**src/rtl/avalon_arbiter.sv**
```systemverilog
// Avalon-MM N-master to 1-slave arbiter with round-robin / fixed / locked grant
// modes and a read-tag FIFO that routes returning read data to its issuer.
module avalon_arbiter #(
  parameter int N_PORTS   = 2,
  parameter int ADDR_W    = 25,
  parameter int DATA_W    = 16,
  parameter int TAG_DEPTH = 8,
  localparam int BE_W  = DATA_W / 8,
  localparam int IDX_W = $clog2(N_PORTS),
  localparam int CNT_W = $clog2(TAG_DEPTH) + 1
) (
  input  logic                        Clk,
  input  logic                        Reset_n,
  input  logic [1:0]                  Mode,
  input  logic [IDX_W-1:0]            Select,
  input  logic [N_PORTS-1:0]          M_ChipSelect,
  input  logic [N_PORTS-1:0]          M_Write,
  input  logic [N_PORTS-1:0]          M_Read,
  input  logic [N_PORTS*ADDR_W-1:0]   M_Address,
  input  logic [N_PORTS*BE_W-1:0]     M_ByteEnable,
  input  logic [N_PORTS*DATA_W-1:0]   M_WriteData,
  output logic [N_PORTS-1:0]          M_WaitRequest,
  output logic [N_PORTS-1:0]          M_ReadDataValid,
  output logic [N_PORTS*DATA_W-1:0]   M_ReadData,
  output logic                        S_ChipSelect,
  output logic                        S_Write,
  output logic                        S_Read,
  output logic [ADDR_W-1:0]           S_Address,
  output logic [BE_W-1:0]             S_ByteEnable,
  output logic [DATA_W-1:0]           S_WriteData,
  input  logic                        S_WaitRequest,
  input  logic                        S_ReadDataValid,
  input  logic [DATA_W-1:0]           S_ReadData,
  output logic [IDX_W-1:0]            Owner,
  output logic                        Owner_Valid,
  output logic [CNT_W-1:0]            Outstanding,
  output logic                        Error
);

  localparam int PTR_W = $clog2(TAG_DEPTH);
  localparam bit SEL_FULL = (N_PORTS == (1 << IDX_W));

  typedef enum logic {IDLE, OWNED} state_t;

  state_t             state, state_nx;
  logic [IDX_W-1:0]   owner, owner_nx, rr_ptr, rr_nx, win_idx;
  logic               win_found;
  logic [N_PORTS-1:0] req;
  logic               owned, own_req, own_rd, blocked, accept, push, pop;

  logic [IDX_W-1:0]   tag_mem [TAG_DEPTH];
  logic [PTR_W-1:0]   wr_ptr, rd_ptr;
  logic [CNT_W-1:0]   count;
  logic               fifo_full, fifo_empty, err_q;
  logic [IDX_W-1:0]   head;

  always_comb begin
    req        = M_ChipSelect & (M_Write | M_Read);
    owned      = (state == OWNED);
    own_req    = req[owner];
    own_rd     = M_Read[owner];
    fifo_full  = (count == CNT_W'(TAG_DEPTH));
    fifo_empty = (count == '0);
    head       = tag_mem[rd_ptr];
    blocked    = own_rd & fifo_full;
    accept     = owned & own_req & ~S_WaitRequest & ~blocked;
    push       = accept & own_rd;
    pop        = S_ReadDataValid & ~fifo_empty;
  end

  // Winner search; rr_ptr always holds the most recent grant, so the
  // round-robin scan starting at rr_ptr+1 skips the current owner.
  always_comb begin
    int unsigned idx;
    win_found = 1'b0;
    win_idx   = '0;
    idx       = 0;
    case (Mode)
      2'd1: begin
        for (int unsigned i = 0; i < N_PORTS; i++) begin
          if (!win_found && req[i]) begin
            win_found = 1'b1;
            win_idx   = IDX_W'(i);
          end
        end
      end
      2'd2: begin
        if ((SEL_FULL || (32'(Select) < 32'(N_PORTS))) && req[Select]) begin
          win_found = 1'b1;
          win_idx   = Select;
        end
      end
      default: begin
        for (int unsigned k = 1; k <= N_PORTS; k++) begin
          idx = (32'(rr_ptr) + k) % N_PORTS;
          if (!win_found && req[idx]) begin
            win_found = 1'b1;
            win_idx   = IDX_W'(idx);
          end
        end
      end
    endcase
  end

  always_comb begin
    state_nx = state;
    owner_nx = owner;
    rr_nx    = rr_ptr;
    if (!owned || accept || !own_req) begin
      if (win_found) begin
        state_nx = OWNED;
        owner_nx = win_idx;
        rr_nx    = win_idx;
      end else begin
        state_nx = IDLE;
      end
    end
  end

  always_ff @(posedge Clk or negedge Reset_n) begin
    if (!Reset_n) begin
      state  <= IDLE;
      owner  <= '0;
      rr_ptr <= IDX_W'(N_PORTS - 1);
    end else begin
      state  <= state_nx;
      owner  <= owner_nx;
      rr_ptr <= rr_nx;
    end
  end

  always_ff @(posedge Clk) begin
    if (push) tag_mem[wr_ptr] <= owner;
  end

  always_ff @(posedge Clk or negedge Reset_n) begin
    if (!Reset_n) begin
      wr_ptr <= '0;
      rd_ptr <= '0;
      count  <= '0;
      err_q  <= 1'b0;
    end else begin
      if (push) wr_ptr <= wr_ptr + 1'b1;
      if (pop)  rd_ptr <= rd_ptr + 1'b1;
      case ({push, pop})
        2'b10:   count <= count + 1'b1;
        2'b01:   count <= count - 1'b1;
        default: count <= count;
      endcase
      if (S_ReadDataValid && fifo_empty) err_q <= 1'b1;
    end
  end

  always_comb begin
    S_ChipSelect    = owned & M_ChipSelect[owner] & ~blocked;
    S_Write         = owned & M_Write[owner] & ~blocked;
    S_Read          = owned & M_Read[owner] & ~blocked;
    S_Address       = M_Address[owner*ADDR_W +: ADDR_W];
    S_ByteEnable    = M_ByteEnable[owner*BE_W +: BE_W];
    S_WriteData     = M_WriteData[owner*DATA_W +: DATA_W];
    M_WaitRequest   = '1;
    M_ReadDataValid = '0;
    M_ReadData      = '0;
    for (int unsigned i = 0; i < N_PORTS; i++) begin
      if (accept && owner == IDX_W'(i)) M_WaitRequest[i] = 1'b0;
      if (pop && head == IDX_W'(i)) begin
        M_ReadDataValid[i]                = 1'b1;
        M_ReadData[i*DATA_W +: DATA_W]    = S_ReadData;
      end
    end
  end

  assign Owner       = owner;
  assign Owner_Valid = owned;
  assign Outstanding = count;
  assign Error       = err_q;

endmodule
```
**config.mk**
```make
export PLATFORM = sky130hd
export DESIGN_NAME = avalon_arbiter
export DESIGN_NICKNAME = d
export VERILOG_FILES = /design/src/rtl/avalon_arbiter.sv
export SDC_FILE = /design/constraint.sdc
export NUM_CORES = 1
export LEC_CHECK = 0
export ABC_AREA = 1
export CORE_ASPECT_RATIO = 0.8
export CORE_MARGIN = 2
export CORE_UTILIZATION = 32
export CTS_BUF_LIST = sky130_fd_sc_hd__clkbuf_4 sky130_fd_sc_hd__clkbuf_8
export DETAILED_ROUTE_END_ITERATION = 8
export PLACE_DENSITY = 0.94
export SLEW_MARGIN = 20
export SYNTH_ARGS = -nofsm -noshare
export SYNTH_HDL_FRONTEND = slang
export SYNTH_SLANG_ARGS = --single-unit
```
**constraint.sdc**
```tcl
create_clock -name Clk -period 2.8 [get_ports Clk]
set_input_delay 0.28 -clock Clk [delete_from_list [all_inputs] [get_ports Clk]]
set_output_delay 0.28 -clock Clk [all_outputs]
set_load 0.05 [all_outputs]
```
* Word-level counts from Yosys, hierarchy flattened
Memory sizes are Yosys's and may differ from the RTL's.
Cells that the tools add are included.
** Storage, ports and cells
- Memories kept :: 1
- Memory bits (read-only) :: 0
- Input bits :: 115
- Word-level logic and storage cells :: 100
- Latch bits :: 0
- Memory bits (writable) :: 8
- Output and inout bits :: 89
- Register bits after elaboration :: 14
** Memory list
- tag_mem :: words 8, width 1, read ports 1, clocked after Yosys merged registers in 0, wr ports 1, line 51 : logic [IDX_W-1:0] tag_mem [TAG_DEPTH];
** Cells by class
- Reductions and logical operators :: 17
- Bitwise operators :: 19
- $lt $le $gt $ge :: 4
- Muxes and demuxes :: 37
- Equality and inequality tests :: 5
- Multipliers :: 1
- Div/mod/pow operators :: 0
- Shifts and indexed selects :: 3
- $add $sub $neg :: 6
** Operator list (count)
- 50-bit by 7-bit variable part select with 25-bit output :: 1
- 1-bit two-way mux :: 32
- 16-bit two-way mux :: 2
- 32-bit by 6-bit variable part select with 16-bit output :: 1
- 1-bit AND :: 12
- 1-bit by 2-bit less-than comparator with 1-bit output (second input constant) :: 4
- 4-bit case mux with 2 select lines :: 1
- 1-bit logical AND :: 7
- 3-bit by 1-bit adder with 3-bit output (second input constant) :: 2
- 1-bit by 5-bit multiplier with 6-bit output (second input constant) :: 1
- 1-bit inverter :: 5
- 4-bit by 1-bit adder with 4-bit output (second input constant) :: 1
- 2-bit by 1-bit equality test with 1-bit output (second input constant) :: 2
- 2-bit equality test (second input constant) :: 2
- 4-bit equality test (second input constant) :: 1
- 1-bit zero test :: 4
- 4-bit zero test :: 1
- 1-bit case mux with 2 select lines :: 2
- 4-bit by 3-bit variable part select with 2-bit output :: 1
- 4-bit by 1-bit subtractor with 4-bit output (second input constant) :: 1
- 1-bit adder (second input constant) :: 2
- 2-bit AND :: 1
- 1-bit logical OR :: 2
- 2-bit bitwise OR :: 1
- other kinds (3) :: 3

* Depth between registers and ports, before layout
- Depth in word-level cells :: 11
- Gate-level depth with buffers :: 15

* Least setup slack after synthesis
Ideal clock, no wire load.
- Path type :: register to output
- Start :: register owner, in the netlist Owner
- End :: output S_Write
- Required time :: 2.520 ns
- Buffers on the path :: 1
- Path slack :: -0.137 ns
- Stages on the path, launching flop included :: 4
- Data arrival time :: 2.657 ns
- Cells stage by stage :: dfrtp_1 clkbuf_1 nor2_1 nor4_1
** Between the ends
- Cells in the longest elaborated chain, start to end :: 5
- Elaborated cells between the ends (all ways) :: 8
- Classes of those cells :: 4 x mux; 4 x bitwise
** Ends and longest elaborated chain
- from (decl) :: line 46 : logic [IDX_W-1:0] owner, owner_nx, rr_ptr, rr_nx, win_idx;
- from (signal assigned) :: line 127 : owner <= owner_nx;
- 1-bit two-way mux (not written as such) (2 in a row) :: line 61 : own_rd = M_Read[owner];
- 1-bit AND :: line 65 : blocked = own_rd & fifo_full;
- 1-bit inverter :: line 156 : S_Write = owned & M_Write[owner] & ~blocked;
- 1-bit AND (*) :: line 156
- to (decl) :: line 26 : output logic S_Write,
Every way passes the cells marked *; elsewhere a longest branch is shown, timed or not. The select of a mux whose other input is x is not followed.

* Final worst setup path
- Start :: register rd_ptr[0]
- End :: output M_ReadData[9]
** Between the ends
- Cells in the longest elaborated chain, start to end :: 4
** Ends and longest elaborated chain
- from (decl) :: line 52 : logic [PTR_W-1:0] wr_ptr, rd_ptr;
- from (signal assigned) :: line 144 : if (pop) rd_ptr <= rd_ptr + 1'b1;
- memory 8 x 1 bit
- 1-bit inverter :: line 166 : if (pop && head == IDX_W'(i)) begin
- 1-bit logical AND :: line 166
- 16-bit two-way mux :: line 166
- to (decl) :: line 24 : output logic [N_PORTS*DATA_W-1:0] M_ReadData,
No other way between the ends.

==> summary.md <==
| Metric | Value |
|---|---|
| Ys Warns | `0` |
| TritonCTS clock tree | `built` |
| Seq pwr share | `14.6%` |
| Worst VDD drop | `373 uV` |
| Slew @ Worst Pin | `between 0.6 and 0.7 ns` |
| CP Class | `reg2out` |
| EDFF count, synth | `8` |
| Final ANT Viol Nets | `0` |
| Met1 WL | `between 2 and 3 mm` |
| Crit share post-route | `between 90% and 100%` |
| Nets | `681` |
| Fraction of layout cells with a size suffix above 1 | `15.6%` |
| H-tree depth | `1` |
| Fillers | `between 500 and 600` |
| GRT Total Usage | `roughly a fifth` |
| Synth Area per Inst | `roughly 6 sq um` |
| CTS resizes | `0` |
| Met2 Wirelength | `4.17 mm` |
| DR vias | `2923` |
| Setup bufs post-CTS | `0` |
| Total clock sinks | `22` |
| Final min period | `around 2.7 ns` |
| Area contributors post-synth | `nand2_1 29%, dfrtp_1 15%, edfxtp_1 11%, nor2_1 8.3%, inv_1 6.4%` |
| Final wirelength | `8.05 mm` |
| DR top layer | `met4` |
| Met3 routed WL | `around 760 um` |
| Die width | `96.0 um` |
| Rel. slew slack | `just under 60%` |
| Share of the synthesized area in the top cell type | `29.4%` |
| Largest net degree at the start of global routing | `58` |
| Clk_lat worst skew | `0.26 ns` |
| Port buffer count | `between 200 and 250` |
| Commonest non-fill, non-tap cell in the layout | `nand2_1` |
| CP max stage delay | `roughly 0.81 ns` |
| Die area | `0.00745 sq mm` |
| RSZ-0062 raised after global routing | `no` |
| Internal power | `0.00154 W` |
| Critical Path RT | `about 2.5 ns` |
| Logic pwr share | `77.6%` |
| Total negative slack | `0 ns` |
| FFs w/ async S/R, synth | `63.6%` |
| Drt initial violations | `115` |
| Gpl congestion | `0.833` |
| CTS Hold Bufs | `0` |
| DRC Markers | `0` |
| # diodes | `0` |
| CP Max Fanout | `17` |
| Via count of the first global-routing pass | `approximately 2800` |
| Leak Pwr | `about 2.2 nW` |
| PD cells | `roughly 900 mW/mm^2` |
| Cell Chain, Critical Path | `inv_2 -> o21ai_1 -> nand3_2 -> nand2_2 -> nand2_4 -> nor2_4 -> clkdlybuf4s50_1` |
| Synth Instances | `361` |
| Largest area contributor in the netlist | `nand2_1` |
| Clk root buf | `clkbuf_8` |
| CP max stage cell | `clkdlybuf4s50_1` |
| Sw frac | `58.9%` |
| Final Skew | `0.00425 ns` |
| Post-synth cell types | `32` |
| First-pass GRT wire length | `12.2 mm` |
| Post-synthesis register bit count | `22` |
| Max-slew violations | `0` |
| Final Hold Vio Count | `0` |
| First-pass DRT Iterations | `4` |
| Clk buf depth | `2` |
| Area Growth Syn to Fin | `95.9%` |
| Final setup violation count | `0` |
| Initial antenna violation count | `0` |
| Maximum clock frequency | `approximately 0.38 GHz` |
| Net Sw Power | `approximately 0.0022 W` |
| Num CTS Buffers | `3` |
| Initial Util | `33.5%` |
| Most frequent cells in the layout | `170 x nand2_1, 146 x clkdlybuf4s50_1, 53 x buf_4` |
| Mapped Area | `0.00217 sq mm` |
| Outcome | `finished clean` |
| Post-DP HPWL | `6.77 mm` |
| CP arrival | `2.38 ns` |
| Rows | `26` |
| Seq/Total Area, Yosys | `a little over a quarter` |
| Vias per inst | `4.55` |
| Hold WS | `0.403 ns` |
| Synth Flop Type | `dfrtp_1` |
| Max cap viols | `0` |
| Core Region | `0.00647 sq mm` |
| Clk slew on worst S/H paths | `0.08 ns` |
| Wire per inst | `12.5 um` |
| Crit path launch type | `register` |
| # IOs | `204` |
| GR Overflow Total | `0` |
| Clock power share | `7.8%` |
| Hold WC Path Type | `in2async` |
| Net Count, Synth | `approximately 480` |
| Chip Height | `77.6 um` |
| Setup crit end kind | `output port` |
-- worst max-delay path, delay by kind of cell, from the launching register on --
| family | cells | cell delay, ns |
|---|---|---|
| buf+inv | 2 | 0.90 |
| simple gates | 4 | 0.59 |
| flops | 1 | 0.46 |
| compound gates | 1 | 0.17 |
-- synthesized netlist by cell type (2+ instances only) --
cell	count
nand3_1	9
nor2_1	48
xor2_1	5
a21oi_1	2
nor2_4	10
buf_2	3
o21ai_0	6
o21ai_1	4
o21bai_1	2
nor2_2	3
edfxtp_1	8
nand2_2	2
nand3_2	3
clkbuf_1	6
inv_2	3
inv_1	37
ha_1	7
buf_1	2
dfrtp_1	13
nand4_1	5
nor3_1	3
nand2_1	170
-- registers in the layout, indices dropped and copies added, names as in the netlist --
register / count
Error: 1
rr_ptr: 1
Owner_Valid: 1
tag_mem: 8
wr_ptr: 3
Owner: 1
Outstanding: 4
rd_ptr: 3
-- final timing paths --
| check | startpoint | end | slack, ns | cells after the start |
|---|---|---|---|---|
| min reg2reg | rr_ptr | rr_ptr | 0.47 | 2 |
| min in group Clk | rr_ptr | rr_ptr | 0.47 | 2 |
| max in group asynchronous | Reset_n | rd_ptr[0] | 1.99 | 1 |
| max reg2reg | Owner | Outstanding[2] | 0.34 | 12 |
| min | Reset_n | Outstanding[1] | 0.40 | 1 |
| max | rd_ptr[0] | M_ReadData[9] | 0.14 | 7 |
-- power by group through the flow --
stage                     logic (W)  registers, W  clock network (W)
after global placement      0.00286      0.000539                  0
after global routing        0.00309      0.000562           0.000313
after CTS                   0.00292      0.000545           0.000299
after detailed placement    0.00292      0.000549                  0
after floorplan             0.00191      0.000645                  0
final                       0.00291      0.000547           0.000293
-- layout make-up --
class / instances / area, sq um / area share [%]
repair buffers: 206 / 1970 / 46.4
multi-input cells: 285 / 1350 / 31.9
flip-flops and latches: 22 / 592 / 13.9
inverters: 41 / 156 / 3.68
well taps: 84 / 105 / 2.47
clock buffers: 3 / 41.3 / 0.972
clock inverters: 1 / 30.0 / 0.707
-- routing by layer --
layer,GRT usage [%],vias up
li1,-,1483
met3,5.24,20
met5,0,-
met4,6.86,0
met1,20.6,1273
met2,39.2,147
-- cells by family after synthesis --
| logic type | after synthesis | share of synthesized area, % |
|---|---|---|
| flops | 22 | 27.3 |
| fa+ha+maj | 7 | 4.04 |
| buf+inv | 54 | 10.6 |
| xor+xnor | 6 | 2.42 |
| simple gates | 257 | 51.9 |
| compound gates | 15 | 3.81 |
-- per-stage QoR --
stage / area [sq um] / util (%) / std cells / total power, W / setup WS, ns
detailed placement: 4170 / 64.4 / 638 / 0.00347 / 0.262
global placement: 4170 / 64.4 / 638 / 0.00340 / 0.386
CTS: 4240 / 65.5 / 642 / 0.00377 / 0.0973
finish: 4250 / 65.6 / 642 / 0.00375 / 0.136
floorplan: 2170 / - / 361 / 0.00256 / 0.223
global route: 4250 / 65.6 / 642 / 0.00397 / 0.00385
Power figures use the tool's default switching activity.
